===== src/rtl/core_alu_rmw_seq_if.sv =====
// Request, bus, ALU and completion signals of the RMW sequencer.
// master = sequencer side, slave = decoder/bus/ALU environment side.
interface core_alu_rmw_seq_if #(
  parameter int DATA_W    = 8,
  parameter int ADDR_W    = 16,
  parameter int ALU_CTL_W = 17
);
  logic                 req_valid;
  logic                 req_ready;
  logic [2:0]           req_op;
  logic [ADDR_W-1:0]    req_addr;
  logic                 req_carry;

  logic [ADDR_W-1:0]    bus_addr;
  logic                 bus_rd;
  logic                 bus_wr;
  logic [DATA_W-1:0]    bus_wdata;
  logic [DATA_W-1:0]    bus_rdata;
  logic                 bus_rdy;

  logic [ALU_CTL_W-1:0] alu_ctl;
  logic [DATA_W-1:0]    alu_lhs;
  logic [DATA_W-1:0]    alu_rhs;
  logic                 alu_carry;
  logic [DATA_W-1:0]    alu_result;
  logic                 alu_carry_out;
  logic                 alu_zero;
  logic                 alu_sign;

  logic                 done_valid;
  logic [DATA_W-1:0]    done_result;
  logic [2:0]           done_flags;
  logic                 done_err;

  modport master (
    input  req_valid, req_op, req_addr, req_carry,
    input  bus_rdata, bus_rdy,
    input  alu_result, alu_carry_out, alu_zero, alu_sign,
    output req_ready,
    output bus_addr, bus_rd, bus_wr, bus_wdata,
    output alu_ctl, alu_lhs, alu_rhs, alu_carry,
    output done_valid, done_result, done_flags, done_err
  );

  modport slave (
    output req_valid, req_op, req_addr, req_carry,
    output bus_rdata, bus_rdy,
    output alu_result, alu_carry_out, alu_zero, alu_sign,
    input  req_ready,
    input  bus_addr, bus_rd, bus_wr, bus_wdata,
    input  alu_ctl, alu_lhs, alu_rhs, alu_carry,
    input  done_valid, done_result, done_flags, done_err
  );
endinterface


===== src/rtl/core_alu_rmw_seq.sv =====
// 6502-style read-modify-write sequencer: read, dummy write of original, write of ALU result.
// All outputs are registered from the next state; the ALU wait overlaps the dummy write.
module core_alu_rmw_seq #(
  parameter int DATA_W    = 8,
  parameter int ADDR_W    = 16,
  parameter int ALU_CTL_W = 17,
  parameter int ALU_LAT   = 1
) (
  input  logic              clock,
  input  logic              reset,
  core_alu_rmw_seq_if.master bus_if
);

  typedef enum logic [2:0] {
    S_IDLE,
    S_READ,
    S_DUMMY,
    S_WAIT_ALU,
    S_WRITE,
    S_DONE
  } state_t;

  state_t               r_state;
  state_t               w_state_nxt;

  logic [2:0]           r_op;
  logic                 r_carry;
  logic [DATA_W-1:0]    r_res;
  logic [2:0]           r_flags;
  logic                 r_res_valid;
  logic                 r_alu_busy;
  logic [2:0]           r_lat_cnt;

  logic                 r_req_ready;
  logic [ADDR_W-1:0]    r_bus_addr;
  logic                 r_bus_rd;
  logic                 r_bus_wr;
  logic [DATA_W-1:0]    r_bus_wdata;
  logic [ALU_CTL_W-1:0] r_alu_ctl;
  logic [DATA_W-1:0]    r_alu_opnd;
  logic                 r_alu_carry;
  logic                 r_done_valid;
  logic [DATA_W-1:0]    r_done_result;
  logic [2:0]           r_done_flags;
  logic                 r_done_err;

  logic                 w_accept;
  logic                 w_legal;
  logic                 w_alu_fire;
  logic                 w_res_ready;
  logic                 w_incdec;
  logic [ALU_CTL_W-1:0] w_ctl;

  assign w_accept    = (r_state == S_IDLE) && r_req_ready && bus_if.req_valid;
  assign w_legal     = (bus_if.req_op <= 3'd5);
  assign w_alu_fire  = r_alu_busy && (r_lat_cnt == 3'(ALU_LAT));
  assign w_res_ready = r_res_valid || w_alu_fire;
  assign w_incdec    = (r_op == 3'd4) || (r_op == 3'd5);

  always_comb begin
    w_ctl = '0;
    case (r_op)
      3'd0:    w_ctl = ALU_CTL_W'(17'h00646);
      3'd1:    w_ctl = ALU_CTL_W'(17'h00A46);
      3'd2:    w_ctl = ALU_CTL_W'(17'h00606);
      3'd3:    w_ctl = ALU_CTL_W'(17'h00A06);
      3'd4:    w_ctl = ALU_CTL_W'(17'h0016E);
      3'd5:    w_ctl = ALU_CTL_W'(17'h00176);
      default: w_ctl = '0;
    endcase
  end

  always_comb begin
    w_state_nxt = r_state;
    case (r_state)
      S_IDLE:     if (w_accept) w_state_nxt = w_legal ? S_READ : S_DONE;
      S_READ:     if (bus_if.bus_rdy) w_state_nxt = S_DUMMY;
      S_DUMMY:    if (bus_if.bus_rdy) w_state_nxt = w_res_ready ? S_WRITE : S_WAIT_ALU;
      S_WAIT_ALU: if (w_res_ready) w_state_nxt = S_WRITE;
      S_WRITE:    if (bus_if.bus_rdy) w_state_nxt = S_DONE;
      S_DONE:     w_state_nxt = S_IDLE;
      default:    w_state_nxt = S_IDLE;
    endcase
  end

  always_ff @(posedge clock) begin
    if (reset) begin
      r_state       <= S_IDLE;
      r_op          <= '0;
      r_carry       <= 1'b0;
      r_res         <= '0;
      r_flags       <= '0;
      r_res_valid   <= 1'b0;
      r_alu_busy    <= 1'b0;
      r_lat_cnt     <= '0;
      r_req_ready   <= 1'b0;
      r_bus_addr    <= '0;
      r_bus_rd      <= 1'b0;
      r_bus_wr      <= 1'b0;
      r_bus_wdata   <= '0;
      r_alu_ctl     <= '0;
      r_alu_opnd    <= '0;
      r_alu_carry   <= 1'b0;
      r_done_valid  <= 1'b0;
      r_done_result <= '0;
      r_done_flags  <= '0;
      r_done_err    <= 1'b0;
    end else begin
      r_state      <= w_state_nxt;
      r_req_ready  <= (w_state_nxt == S_IDLE);
      r_bus_rd     <= (w_state_nxt == S_READ);
      r_bus_wr     <= (w_state_nxt == S_DUMMY) || (w_state_nxt == S_WRITE);
      r_done_valid <= (w_state_nxt == S_DONE);

      if (w_accept) begin
        r_op    <= bus_if.req_op;
        r_carry <= bus_if.req_carry;
        if (w_legal) begin
          r_bus_addr <= bus_if.req_addr;
        end else begin
          r_done_err    <= 1'b1;
          r_done_result <= '0;
          r_done_flags  <= '0;
        end
      end

      // The ALU is launched on the read-completion edge so its latency overlaps the dummy write.
      if (r_state == S_READ && bus_if.bus_rdy) begin
        r_bus_wdata <= bus_if.bus_rdata;
        r_alu_opnd  <= bus_if.bus_rdata;
        r_alu_ctl   <= w_ctl;
        r_alu_carry <= r_carry;
        r_alu_busy  <= 1'b1;
        r_lat_cnt   <= 3'd1;
        r_res_valid <= 1'b0;
      end

      if (w_alu_fire) begin
        r_alu_ctl   <= '0;
        r_alu_busy  <= 1'b0;
        r_res_valid <= 1'b1;
        r_res       <= bus_if.alu_result;
        r_flags     <= {bus_if.alu_sign, bus_if.alu_zero,
                        w_incdec ? r_carry : bus_if.alu_carry_out};
      end else if (r_alu_busy) begin
        r_lat_cnt <= r_lat_cnt + 3'd1;
      end

      if (w_state_nxt == S_WRITE && r_state != S_WRITE)
        r_bus_wdata <= w_alu_fire ? bus_if.alu_result : r_res;

      if (r_state == S_WRITE && bus_if.bus_rdy) begin
        r_done_err    <= 1'b0;
        r_done_result <= r_res;
        r_done_flags  <= r_flags;
      end
    end
  end

  assign bus_if.req_ready   = r_req_ready;
  assign bus_if.bus_addr    = r_bus_addr;
  assign bus_if.bus_rd      = r_bus_rd;
  assign bus_if.bus_wr      = r_bus_wr;
  assign bus_if.bus_wdata   = r_bus_wdata;
  assign bus_if.alu_ctl     = r_alu_ctl;
  assign bus_if.alu_lhs     = r_alu_opnd;
  assign bus_if.alu_rhs     = r_alu_opnd;
  assign bus_if.alu_carry   = r_alu_carry;
  assign bus_if.done_valid  = r_done_valid;
  assign bus_if.done_result = r_done_result;
  assign bus_if.done_flags  = r_done_flags;
  assign bus_if.done_err    = r_done_err;

endmodule


===== src/flat_wrapper.sv =====
// flat-port wrapper written by rule: the top's interface ports become plain ports
module core_alu_rmw_seq_flat 
#(
  parameter int DATA_W    = 8,
  parameter int ADDR_W    = 16,
  parameter int ALU_CTL_W = 17,
  parameter int ALU_LAT   = 1
)
  (clock, reset, bus_if_req_valid, bus_if_req_op, bus_if_req_addr, bus_if_req_carry, bus_if_bus_rdata, bus_if_bus_rdy, bus_if_alu_result, bus_if_alu_carry_out, bus_if_alu_zero, bus_if_alu_sign, bus_if_req_ready, bus_if_bus_addr, bus_if_bus_rd, bus_if_bus_wr, bus_if_bus_wdata, bus_if_alu_ctl, bus_if_alu_lhs, bus_if_alu_rhs, bus_if_alu_carry, bus_if_done_valid, bus_if_done_result, bus_if_done_flags, bus_if_done_err);
  core_alu_rmw_seq_if #(.DATA_W(DATA_W), .ADDR_W(ADDR_W), .ALU_CTL_W(ALU_CTL_W)) bus_if_i ();
  input  logic clock;
  input  logic reset;
  input wire logic [$bits(bus_if_i.req_valid)-1:0] bus_if_req_valid;
  input wire logic [$bits(bus_if_i.req_op)-1:0] bus_if_req_op;
  input wire logic [$bits(bus_if_i.req_addr)-1:0] bus_if_req_addr;
  input wire logic [$bits(bus_if_i.req_carry)-1:0] bus_if_req_carry;
  input wire logic [$bits(bus_if_i.bus_rdata)-1:0] bus_if_bus_rdata;
  input wire logic [$bits(bus_if_i.bus_rdy)-1:0] bus_if_bus_rdy;
  input wire logic [$bits(bus_if_i.alu_result)-1:0] bus_if_alu_result;
  input wire logic [$bits(bus_if_i.alu_carry_out)-1:0] bus_if_alu_carry_out;
  input wire logic [$bits(bus_if_i.alu_zero)-1:0] bus_if_alu_zero;
  input wire logic [$bits(bus_if_i.alu_sign)-1:0] bus_if_alu_sign;
  output wire logic [$bits(bus_if_i.req_ready)-1:0] bus_if_req_ready;
  output wire logic [$bits(bus_if_i.bus_addr)-1:0] bus_if_bus_addr;
  output wire logic [$bits(bus_if_i.bus_rd)-1:0] bus_if_bus_rd;
  output wire logic [$bits(bus_if_i.bus_wr)-1:0] bus_if_bus_wr;
  output wire logic [$bits(bus_if_i.bus_wdata)-1:0] bus_if_bus_wdata;
  output wire logic [$bits(bus_if_i.alu_ctl)-1:0] bus_if_alu_ctl;
  output wire logic [$bits(bus_if_i.alu_lhs)-1:0] bus_if_alu_lhs;
  output wire logic [$bits(bus_if_i.alu_rhs)-1:0] bus_if_alu_rhs;
  output wire logic [$bits(bus_if_i.alu_carry)-1:0] bus_if_alu_carry;
  output wire logic [$bits(bus_if_i.done_valid)-1:0] bus_if_done_valid;
  output wire logic [$bits(bus_if_i.done_result)-1:0] bus_if_done_result;
  output wire logic [$bits(bus_if_i.done_flags)-1:0] bus_if_done_flags;
  output wire logic [$bits(bus_if_i.done_err)-1:0] bus_if_done_err;
  assign bus_if_i.req_valid = bus_if_req_valid;
  assign bus_if_i.req_op = bus_if_req_op;
  assign bus_if_i.req_addr = bus_if_req_addr;
  assign bus_if_i.req_carry = bus_if_req_carry;
  assign bus_if_i.bus_rdata = bus_if_bus_rdata;
  assign bus_if_i.bus_rdy = bus_if_bus_rdy;
  assign bus_if_i.alu_result = bus_if_alu_result;
  assign bus_if_i.alu_carry_out = bus_if_alu_carry_out;
  assign bus_if_i.alu_zero = bus_if_alu_zero;
  assign bus_if_i.alu_sign = bus_if_alu_sign;
  assign bus_if_req_ready = bus_if_i.req_ready;
  assign bus_if_bus_addr = bus_if_i.bus_addr;
  assign bus_if_bus_rd = bus_if_i.bus_rd;
  assign bus_if_bus_wr = bus_if_i.bus_wr;
  assign bus_if_bus_wdata = bus_if_i.bus_wdata;
  assign bus_if_alu_ctl = bus_if_i.alu_ctl;
  assign bus_if_alu_lhs = bus_if_i.alu_lhs;
  assign bus_if_alu_rhs = bus_if_i.alu_rhs;
  assign bus_if_alu_carry = bus_if_i.alu_carry;
  assign bus_if_done_valid = bus_if_i.done_valid;
  assign bus_if_done_result = bus_if_i.done_result;
  assign bus_if_done_flags = bus_if_i.done_flags;
  assign bus_if_done_err = bus_if_i.done_err;
  core_alu_rmw_seq #(.DATA_W(DATA_W), .ADDR_W(ADDR_W), .ALU_CTL_W(ALU_CTL_W), .ALU_LAT(ALU_LAT)) u_core (.clock(clock), .reset(reset), .bus_if(bus_if_i));
endmodule

===== config.mk =====
export PLATFORM = sky130hd
export DESIGN_NAME = core_alu_rmw_seq_flat
export DESIGN_NICKNAME = d
export VERILOG_FILES = /design/src/rtl/core_alu_rmw_seq_if.sv /design/src/rtl/core_alu_rmw_seq.sv /design/src/flat_wrapper.sv
export SDC_FILE = /design/constraint.sdc
export NUM_CORES = 1
export LEC_CHECK = 0
export ABC_AREA = 1
export CAP_MARGIN = 15
export CORE_MARGIN = 2
export CORE_UTILIZATION = 40
export CTS_CLUSTER_SIZE = 10
export DETAILED_ROUTE_END_ITERATION = 10
export HOLD_SLACK_MARGIN = 0.05
export PLACE_DENSITY_LB_ADDON = 0.25
export SETUP_SLACK_MARGIN = 0.3
export SYNTH_ARGS = -nofsm -noshare
export SYNTH_HDL_FRONTEND = slang
export SYNTH_SLANG_ARGS = --single-unit
export TNS_END_PERCENT = 100

===== constraint.sdc =====
create_clock -name clock -period 3.3 [get_ports clock]
set_input_delay 0.99 -clock clock [delete_from_list [all_inputs] [get_ports clock]]
set_output_delay 0.99 -clock clock [all_outputs]
set_load 0.005 [all_outputs]

## Word level (Yosys, flattened, before mapping)

Cells that the tools add are included.

| word-level totals | value |
|---|---|
| bits in registers | 89 |
| word-level logic and storage cells | 83 |
| input bits | 43 |

| cells by class | value |
|---|---|
| equal/unequal tests | 16 |
| add/subtract/negate cells | 1 |
| mux-type cells | 24 |
| reductions and logical operators | 20 |
| bitwise gates (word level) | 1 |
| order comparisons | 1 |

Operators by type and width:

| cell | count |
|---|---|
| $pmux W12 S6 | 1 |
| $mux W8 | 6 |
| $mux W3 | 13 |
| $eq A3 B2 Y1 const B | 5 |
| $eq A3 B3 Y1 const B | 5 |
| $pmux W3 S5 | 1 |
| $eq A3 B1 Y1 const B | 4 |
| $logic_not A3 Y1 | 3 |
| $logic_and A1 B1 Y1 | 6 |
| $reduce_and A2 Y1 | 3 |
| $reduce_bool A2 Y1 | 3 |
| $reduce_or A2 Y1 | 2 |
| $add A3 B1 Y3 const B | 1 |
| $le A3 B3 Y1 const B | 1 |
| $logic_or A1 B1 Y1 | 3 |
| $mux W1 | 3 |
| $ne A3 B3 Y1 const B | 1 |
| $ne A2 B2 Y1 const B | 1 |
| $not A1 Y1 | 1 |

## Logic depth before layout (Yosys ltp)

Gate-level depths: netlist of run 1.

| logic depth | value |
|---|---|
| depth after elaboration | 9 |
| depth in mapped cells | 10 |
| gate-level depth less buffers | 10 |

## Worst setup path after synthesis of run 1

No wires, ideal clock.

| timing path | value |
|---|---|
| kind | in2reg |
| start point | input port reset |
| end point | register u_core.r_lat_cnt[0] |
| stages on the path | 5 |
| arrival time | 1.742 ns |
| data required time | 3.184 ns |
| path slack | 1.441 ns |
| buffers on the path | 2 |
| cells stage by stage | clkbuf_1 clkinv_1 clkbuf_1 o211ai_1 inv_1 |

RTL lines:

| what | RTL line | RTL |
|---|---|---|
| start, declared | flat_wrapper.sv:12 | `input logic reset;` |
| end signal, assigned | core_alu_rmw_seq.sv:146 | `r_lat_cnt <= r_lat_cnt + 3'd1;` |
| end, declared | core_alu_rmw_seq.sv:32 | `logic [2:0] r_lat_cnt;` |

No word-level cell between the ends.

## Worst setup path in the final report of run 1

| timing path | value |
|---|---|
| start point | input port bus_if_req_valid |
| end point | register u_core.r_bus_addr[6], in the netlist u_core.bus_if.bus_addr[6] |

| on the way | value |
|---|---|
| cells in the longest elaborated chain, start to end | 2 |

Ends and longest elaborated chain:

| what | RTL line | RTL |
|---|---|---|
| start, declared | flat_wrapper.sv:13 | `input wire logic [$bits(bus_if_i.req_valid)-1:0] bus_if_req_valid;` |
| $logic_and A1 B1 Y1 | core_alu_rmw_seq.sv:54 | `assign w_accept = (r_state == S_IDLE) && r_req_ready && bus_if.req_valid;` |
| $reduce_and A2 Y1 (no source line) | n/a |  |
| end signal, assigned | core_alu_rmw_seq.sv:119 | `r_bus_addr <= bus_if.req_addr;` |
| end, declared | core_alu_rmw_seq.sv:35 | `logic [ADDR_W-1:0] r_bus_addr;` |

Every way passes these cells.
A chain may end at the register's enable or synchronous reset.

==> results.md, run 1 <==
- Sequential Power Share: 50.3%
- Total CTS buffers: 9
- Die area: 0.008854 mm²
- Tot Pwr: 2.133 mW
- Via count: 2934
- IO buf count: 109
- Hold Path Class: flop to flop
- FF+latch area: around 0.0016 mm²
- Antenna violations before repair: 0
- Layout cells sized above 1: ~6.2%
- Post-synthesis adder-cell area fraction: 0.7707%
- Worst Path Max Fanout: 17
- Post-CTS Setup Repair Bufs: 0
- Xor and xnor area share after synthesis: 0%
- Worst hold slack: between 0.4 and 0.5 ns
- Core area: 0.007807 mm²
- Compound-Gate Fraction of Synth Area: 13.37%
- Arr. time, crit path: 2.69 ns
- Critical path's slowest cell: clkdlybuf4s50_1
- Buf+Inv Stages, Crit Path: 3
- Final wirelength: 7.663 mm
- Most frequent cells in the layout: clkdlybuf4s50_1 (108), nand2_1 (88), dfxtp_1 (80)
- Total clock sinks: 80
- Hold Fails Final Rpt: 0
- Largest net degree at the start of global routing: 44
- Global route total overflow: 0
- Power per cell area: approximately 480 mW/mm²
- Power Internal: 1.575 mW
- Root Buffer: clkbuf_8
- Nets: between 500 and 600
- Peak per-stage delay on the critical path: 0.46 ns
- Max frequency: around 410 MHz
- Multiplexer share of the synthesized area: 0%
- CP Class: primary input to flop
- Max Cap Violations: 0
- Post-synth EDFFs: 0
- Main combinational cell family by area after synthesis: simple AND/OR/NAND/NOR gates
- DR WL/cell: approximately 12 µm
- Synth Instances: ~420
- Row count: 32
- TritonCTS clock tree: done
- Syn Std Cell Area: 0.003247 mm²
- Combinational group share of total power: roughly 18%
- Vias in the first global route: 2742
- ANT cells: 0
- Fin crit share: 74.42%
- Die H: 94.10 µm
- GRT Util Overall: 17.57%
- Leakage: approximately 1.8 nW
- Crit end category: flop
- Sw Share: 26.16%
- NetSw: 558.0 µW
- Asr flop ratio synth: 0%
- Synth Area in Simple Gates: 24.97%
- Yosys reg bits: 80
- Clk buf depth: 2
- Initial Utilization: 41.59%
- RSZ-0062 raised after global routing: false
- Yosys warnings: 0
- Skew final: approximately 0.0064 ns
- Io pins: 117
- Worst VDD drop: 0.2213 mV
- Top delay family on crit path: simple AND/OR/NAND/NOR gates
- Placer congestion estimate: about 0.83
- Power share of the clock group: 31.9%
- Startpoint types: primary input
- Worst-margin pin slew: 0.6323 ns
- Sum Neg Setup Slack: 0 ns
- Avg Inst Size Synth: 7.658 µm²
- Hold buffers post-CTS: 0
- Drt first pass iters: 4
- First-pass GRT wire length: 12.16 mm
- Slew margin rel.: 57.58%
- Primary FF master, synth: dfxtp_1
- Dpl hpwl: 5.358 mm
- Final setup viols: 0
- Worst endpoint required time: 3.54 ns
- # DRC: 0
- Filler cell count: 776
- Cts repair resizes: 0
- Most common cell after layout, fill and taps aside: clkdlybuf4s50_1
- Slew Viols, Final: 0
- Register area share after synthesis: 49.33%
- Worst-path cell chain: clkdlybuf4s50_1 > nand2_1 > inv_1 > nand3_2 > nor2_4 > inv_1 > nor2_1 > nor2_1
- Die Width: roughly 94 µm
- Vias/cell: between 4 and 5
- CTS H-tree depth: 3
- Clock-pin slew of the registers on the worst-case setup and hold paths: 0.07 ns
- Layout area overhead: 36.57%
- Fin crit period: 2.456 ns
- Status: complete, no violations
- Multi-input combinational cell area: 0.001296 mm²
- Iter 0 DRT Violations: 97
- Library cells used by synthesis: 27
- Antenna Nets Post-Route: 0
- Worst skew pair latency: 0.35 ns
synthesized netlist by cell type, types with 2 or more instances:
cell type,n,area [µm²]
clkbuf_1,8,30.03
o21ai_0,31,155.2
inv_2,3,11.26
nand3_2,4,40.04
nor2_1,57,214.0
buf_4,20,150.1
nand3_1,27,135.1
nand2_1,88,330.3
buf_6,3,33.78
nor2_2,2,12.51
ha_1,2,25.02
nor2_4,4,45.04
nor3_1,2,10.01
dfxtp_1,80,1602
a21oi_1,46,230.2
o211ai_1,2,15.01
inv_1,30,112.6
buf_2,6,30.03
worst reg2reg max path, delay by kind of cell, from the launching register on:
| family | cells | cell delay, ns |
|---|---|---|
| and+or+nand+nor | 6 | 1.10 |
| DFF | 1 | 0.40 |
| adders and majority gates | 1 | 0.19 |
| AOI/OAI and AO/OA | 1 | 0.17 |
layer usage:
metal	up-vias	track usage [%]	share of wire [%]
met5	-	0	0
met4	0	4.710	0.97
met3	8	7.223	8.6
met2	90	29.11	47
met1	1327	21.03	43
li1	1509	-	-
power groups by stage:
stage                     registers, mW  clock network, mW  logic [mW]
after global routing               1.08              0.742       0.423
after CTS                          1.07              0.700       0.383
final                              1.07              0.681       0.379
after floorplan                    1.09                  0       0.197
after global placement             1.09                  0       0.375
after detailed placement           1.09                  0       0.380
cells by family (layout without fill, tap and decap cells):
family / Yosys count / in the layout
and+or+nand+nor: 187 / 187
other: 1 / 7
AOI/OAI and AO/OA: 83 / 83
buffers and inverters: 71 / 161
adders and majority gates: 2 / 2
DFF: 80 / 80
final timing paths:
kind / end / from / depth (start not counted) / slack [ns]
worst max-delay path: u_core.bus_if.bus_addr[6] / bus_if_req_valid / 8 / 0.84
worst min-delay path: u_core.bus_if.done_result[6] / u_core.bus_if.done_result[6] / 2 / 0.46
worst max register to register: u_core.bus_if.bus_wr / u_core.r_lat_cnt[0] / 8 / 1.32
worst min register to register: u_core.bus_if.done_result[6] / u_core.bus_if.done_result[6] / 2 / 0.46
registers in the layout, summed over array words and instances, names as in the netlist:
register / count
u_core.r_op: 3
u_core.r_state: 3
u_core.bus_if.req_ready: 1
u_core.r_res_valid: 1
u_core.r_flags: 3
u_core.bus_if.bus_wr: 1
u_core.bus_if.bus_rd: 1
u_core.r_res: 8
u_core.r_carry: 1
u_core.bus_if.alu_carry: 1
u_core.r_alu_busy: 1
u_core.bus_if.done_flags: 3
u_core.bus_if.done_result: 8
u_core.bus_if.done_err: 1
u_core.r_lat_cnt: 3
u_core.bus_if.done_valid: 1
u_core.bus_if.alu_ctl: 8
u_core.bus_if.bus_addr: 16
u_core.bus_if.bus_wdata: 8
u_core.bus_if.alu_lhs: 8
layout make-up:
cell class	instances	area share, %
clock buffers	12	3.047
clock inverters	4	1.016
inverters	34	2.878
multi-input cells	279	29.23
flip-flops and latches	80	36.12
well taps	102	2.878
repair buffers	111	24.83
stage by stage:
step                instance area [µm²]  cells  utilization, %  worst slack, ns
floorplan                          3269    430               -            1.441
global placement                   4254    606           54.49           0.5447
detailed placement                 4254    606           54.49           0.4974
CTS                                4434    622           56.79           0.8691
global route                       4434    622           56.79           0.6440
finish                             4434    622           56.79           0.8442
Note: power is estimated with default switching activity, not from simulation.
==> run 2: changes to the inputs <==
==> constraint.sdc (replaced) <==
create_clock -name clock -period 2.3 [get_ports clock]
set_input_delay 0.69 -clock clock [delete_from_list [all_inputs] [get_ports clock]]
set_output_delay 0.69 -clock clock [all_outputs]
set_load 0.005 [all_outputs]
==> run 2 against run 1 <==
Against the previous run:
- setup slack worse by 0.47 ns
- sequential share of layout area down 0.62 points
- first-iteration DRC count is 4.1% higher
- cell count rose by 0.80%
- final area is 1.7% higher
- largest cell class unchanged
==> results.md, run 2 (same netlist as run 1, synthesis figures left out) <==
- Most frequent cells in the layout: clkdlybuf4s50_1 (108), nand2_1 (88), dfxtp_1 (80)
- FF+latch area: 0.001602 mm² (unchanged)
- GRT Util Overall: 17.73% (+0.16 points)
- Io pins: 117 (unchanged)
- Power Internal: 2.302 mW (+46%)
- Startpoint types: flop
- Leakage: 1.816 nW (+1.9%)
- Multi-input combinational cell area: 0.001309 mm² (+0.97%)
- Cts repair resizes: 0 (unchanged)
- Worst VDD drop: 0.3808 mV (+72%)
- Sum Neg Setup Slack: 0 ns (unchanged)
- Vias/cell: 4.732 (+0.32%)
- Finished Layout Cells: 627 (+0.80%)
- CP Class: flop to primary output
- RSZ-0062 raised after global routing: false
- Placed insts: 612 (+0.99%)
- Fin crit period: 1.927 ns
- Tot Pwr: 3.103 mW (+46%)
- Worst hold slack: 0.4600 ns (-0.003548 ns)
- Largest register FFs: 16 (unchanged)
- Crit end category: primary output
- Critical path's slowest cell: clkdlybuf4s50_1
- Clk buf depth: 2 (unchanged)
- Filler cell count: 753 (-3.0%)
- Dpl hpwl: 5.610 mm (+4.7%)
- # DRC: 0 (unchanged)
- Root Buffer: clkbuf_8
- Largest net degree at the start of global routing: 44 (unchanged)
- Most common cell after layout, fill and taps aside: clkdlybuf4s50_1
- Power per cell area: 687.8 mW/mm² (+43%)
- Fin crit share: between 80% and 90%
- Drt first pass iters: 4 (unchanged)
- Combinational group share of total power: 18.1% (+0.3 points)
- Worst r2r src: u_core.r_lat_cnt[0]
- Hold Fails Final Rpt: 0 (unchanged)
- NetSw: 801.8 µW (+44%)
- Iter 0 DRT Violations: 101 (+4.1%)
- Worst endpoint required time: 1.61 ns (-1.93 ns)
- Die H: 94.10 µm (unchanged)
- TritonCTS clock tree: done
- Top delay family on crit path: buffers and inverters
- IO buf count: 109 (unchanged)
- Layout area overhead: 38.96%
- Post-route cell area: 0.004512 mm² (+1.7%)
- Max Cap Violations: 0 (unchanged)
- Final setup viols: 0 (unchanged)
- Worst Path Max Fanout: 3 (-14)
- Power share of the clock group: 32.3% (+0.4 points)
- Placer congestion estimate: 0.7850 (-5.7%)
- Row count: 32 (unchanged)
- Layout cells sized above 1: 7.238% (+1.1 points)
- CTS H-tree depth: 3 (unchanged)
- Skew final: 0.007387 ns (+0.0009710 ns)
- Antenna violations before repair: 0 (unchanged)
- Global route total overflow: 0 (unchanged)
- ANT cells: 0 (unchanged)
- Post-Route Utilization: 57.79% (+0.99 points)
- Die Width: 94.10 µm (unchanged)
- Pre-CTS setup slack: 0.09737 ns (-0.4000 ns)
- Core area: 0.007807 mm² (unchanged)
- Clock-pin slew of the registers on the worst-case setup and hold paths: 0.08 ns (about the same)
- Sw Share: 25.84% (-0.33 points)
- Worst-path cell chain: clkdlybuf4s50_1
- Hold Path Class: flop to flop
- Via count: 2967 (+1.1%)
- Total CTS buffers: 9 (unchanged)
- Sequential Power Share: 49.6% (-0.7 points)
- Placed Area: 0.004312 mm² (+1.4%)
- Antenna Nets Post-Route: 0 (unchanged)
- Hold path start: u_core.bus_if.done_flags[1]
- Max frequency: ~520 MHz
- Final wirelength: 7.691 mm (+0.37%)
- Worst skew pair latency: 0.34 ns (about the same)
- Initial Utilization: 41.59% (unchanged)
- Arr. time, crit path: 1.24 ns (-1.45 ns)
- Vias in the first global route: 2760 (+0.66%)
- DR WL/cell: 12.27 µm (-0.43%)
- Post-CTS Setup Repair Bufs: 0 (unchanged)
- Worst Slack Setup Final: 0.3730 ns (-0.4712 ns)
- Slew Viols, Final: 0 (unchanged)
- Buf+Inv Stages, Crit Path: 1 (-2)
- Hold buffers post-CTS: 0 (unchanged)
- Die area: 0.008854 mm² (unchanged)
- Peak per-stage delay on the critical path: 0.52 ns (+0.06 ns)
- Status: complete, no violations
- First-pass GRT wire length: 12.42 mm (+2.2%)
- Total clock sinks: 80 (unchanged)
- Setup crit start: u_core.bus_if.alu_lhs[4]
- Nets: 566 (+1.1%)
## run 2: changes by cell type in the layout (fill, tap and decap cells not counted)
cell        change
nand2_2         -1
buf_12          +1
clkinv_2        -2
nand3_2         -1
nand2_4         +1
clkinvlp_4      +1
clkbuf_1        -1
buf_4           +5
clkbuf_8        +1
nand3_4         +1
## run 2: layout make-up
class	instances	share of cell area [%]
Clock buffer	12	3.217
Clock inverter	3	0.9429
Inverter	34	2.829
Multi-Input combinational cell	279	29.01
Sequential cell	80	35.50
Tap cell	102	2.829
Timing Repair Buffer	117	25.68
## run 2: power groups by stage
stage	Combinational, mW	Sequential, mW	Clock [mW]
3_5_place_dp	0.565	1.57	0
5_1_grt	0.629	1.55	1.08
6_report	0.562	1.54	1.00
2_1_floorplan	0.283	1.57	0
4_1_cts	0.570	1.54	1.03
3_3_place_gp	0.556	1.57	0
## run 2: worst reg2reg max path, delay by kind of cell, from the launching register on
family	cells	cell delay, ns
fa+ha+maj	1	0.22
simple gates	3	0.46
compound gates	2	0.31
buf+inv	1	0.24
flops	1	0.39
## run 2: path summary, 6_finish.rpt
path,to,slack [ns],cells past startpoint
hold / removal,u_core.bus_if.done_flags[1],0.46,2
hold reg to reg,u_core.bus_if.done_flags[1],0.46,2
setup / recovery,bus_if_alu_lhs[4],0.37,1
setup reg to reg,u_core.bus_if.bus_wdata[3],0.55,7
## run 2: per-layer routing
| layer | routed length [µm] | up-vias | part of all wire, % | global-route usage [%] |
|---|---|---|---|---|
| met5 | 0 | - | 0 | 0 |
| met2 | 3845 | 87 | 50 | 31.55 |
| met4 | 99 | 0 | 1.3 | 5.797 |
| met3 | 629 | 13 | 8.2 | 6.661 |
| met1 | 3117 | 1345 | 41 | 19.34 |
| li1 | - | 1522 | - | - |
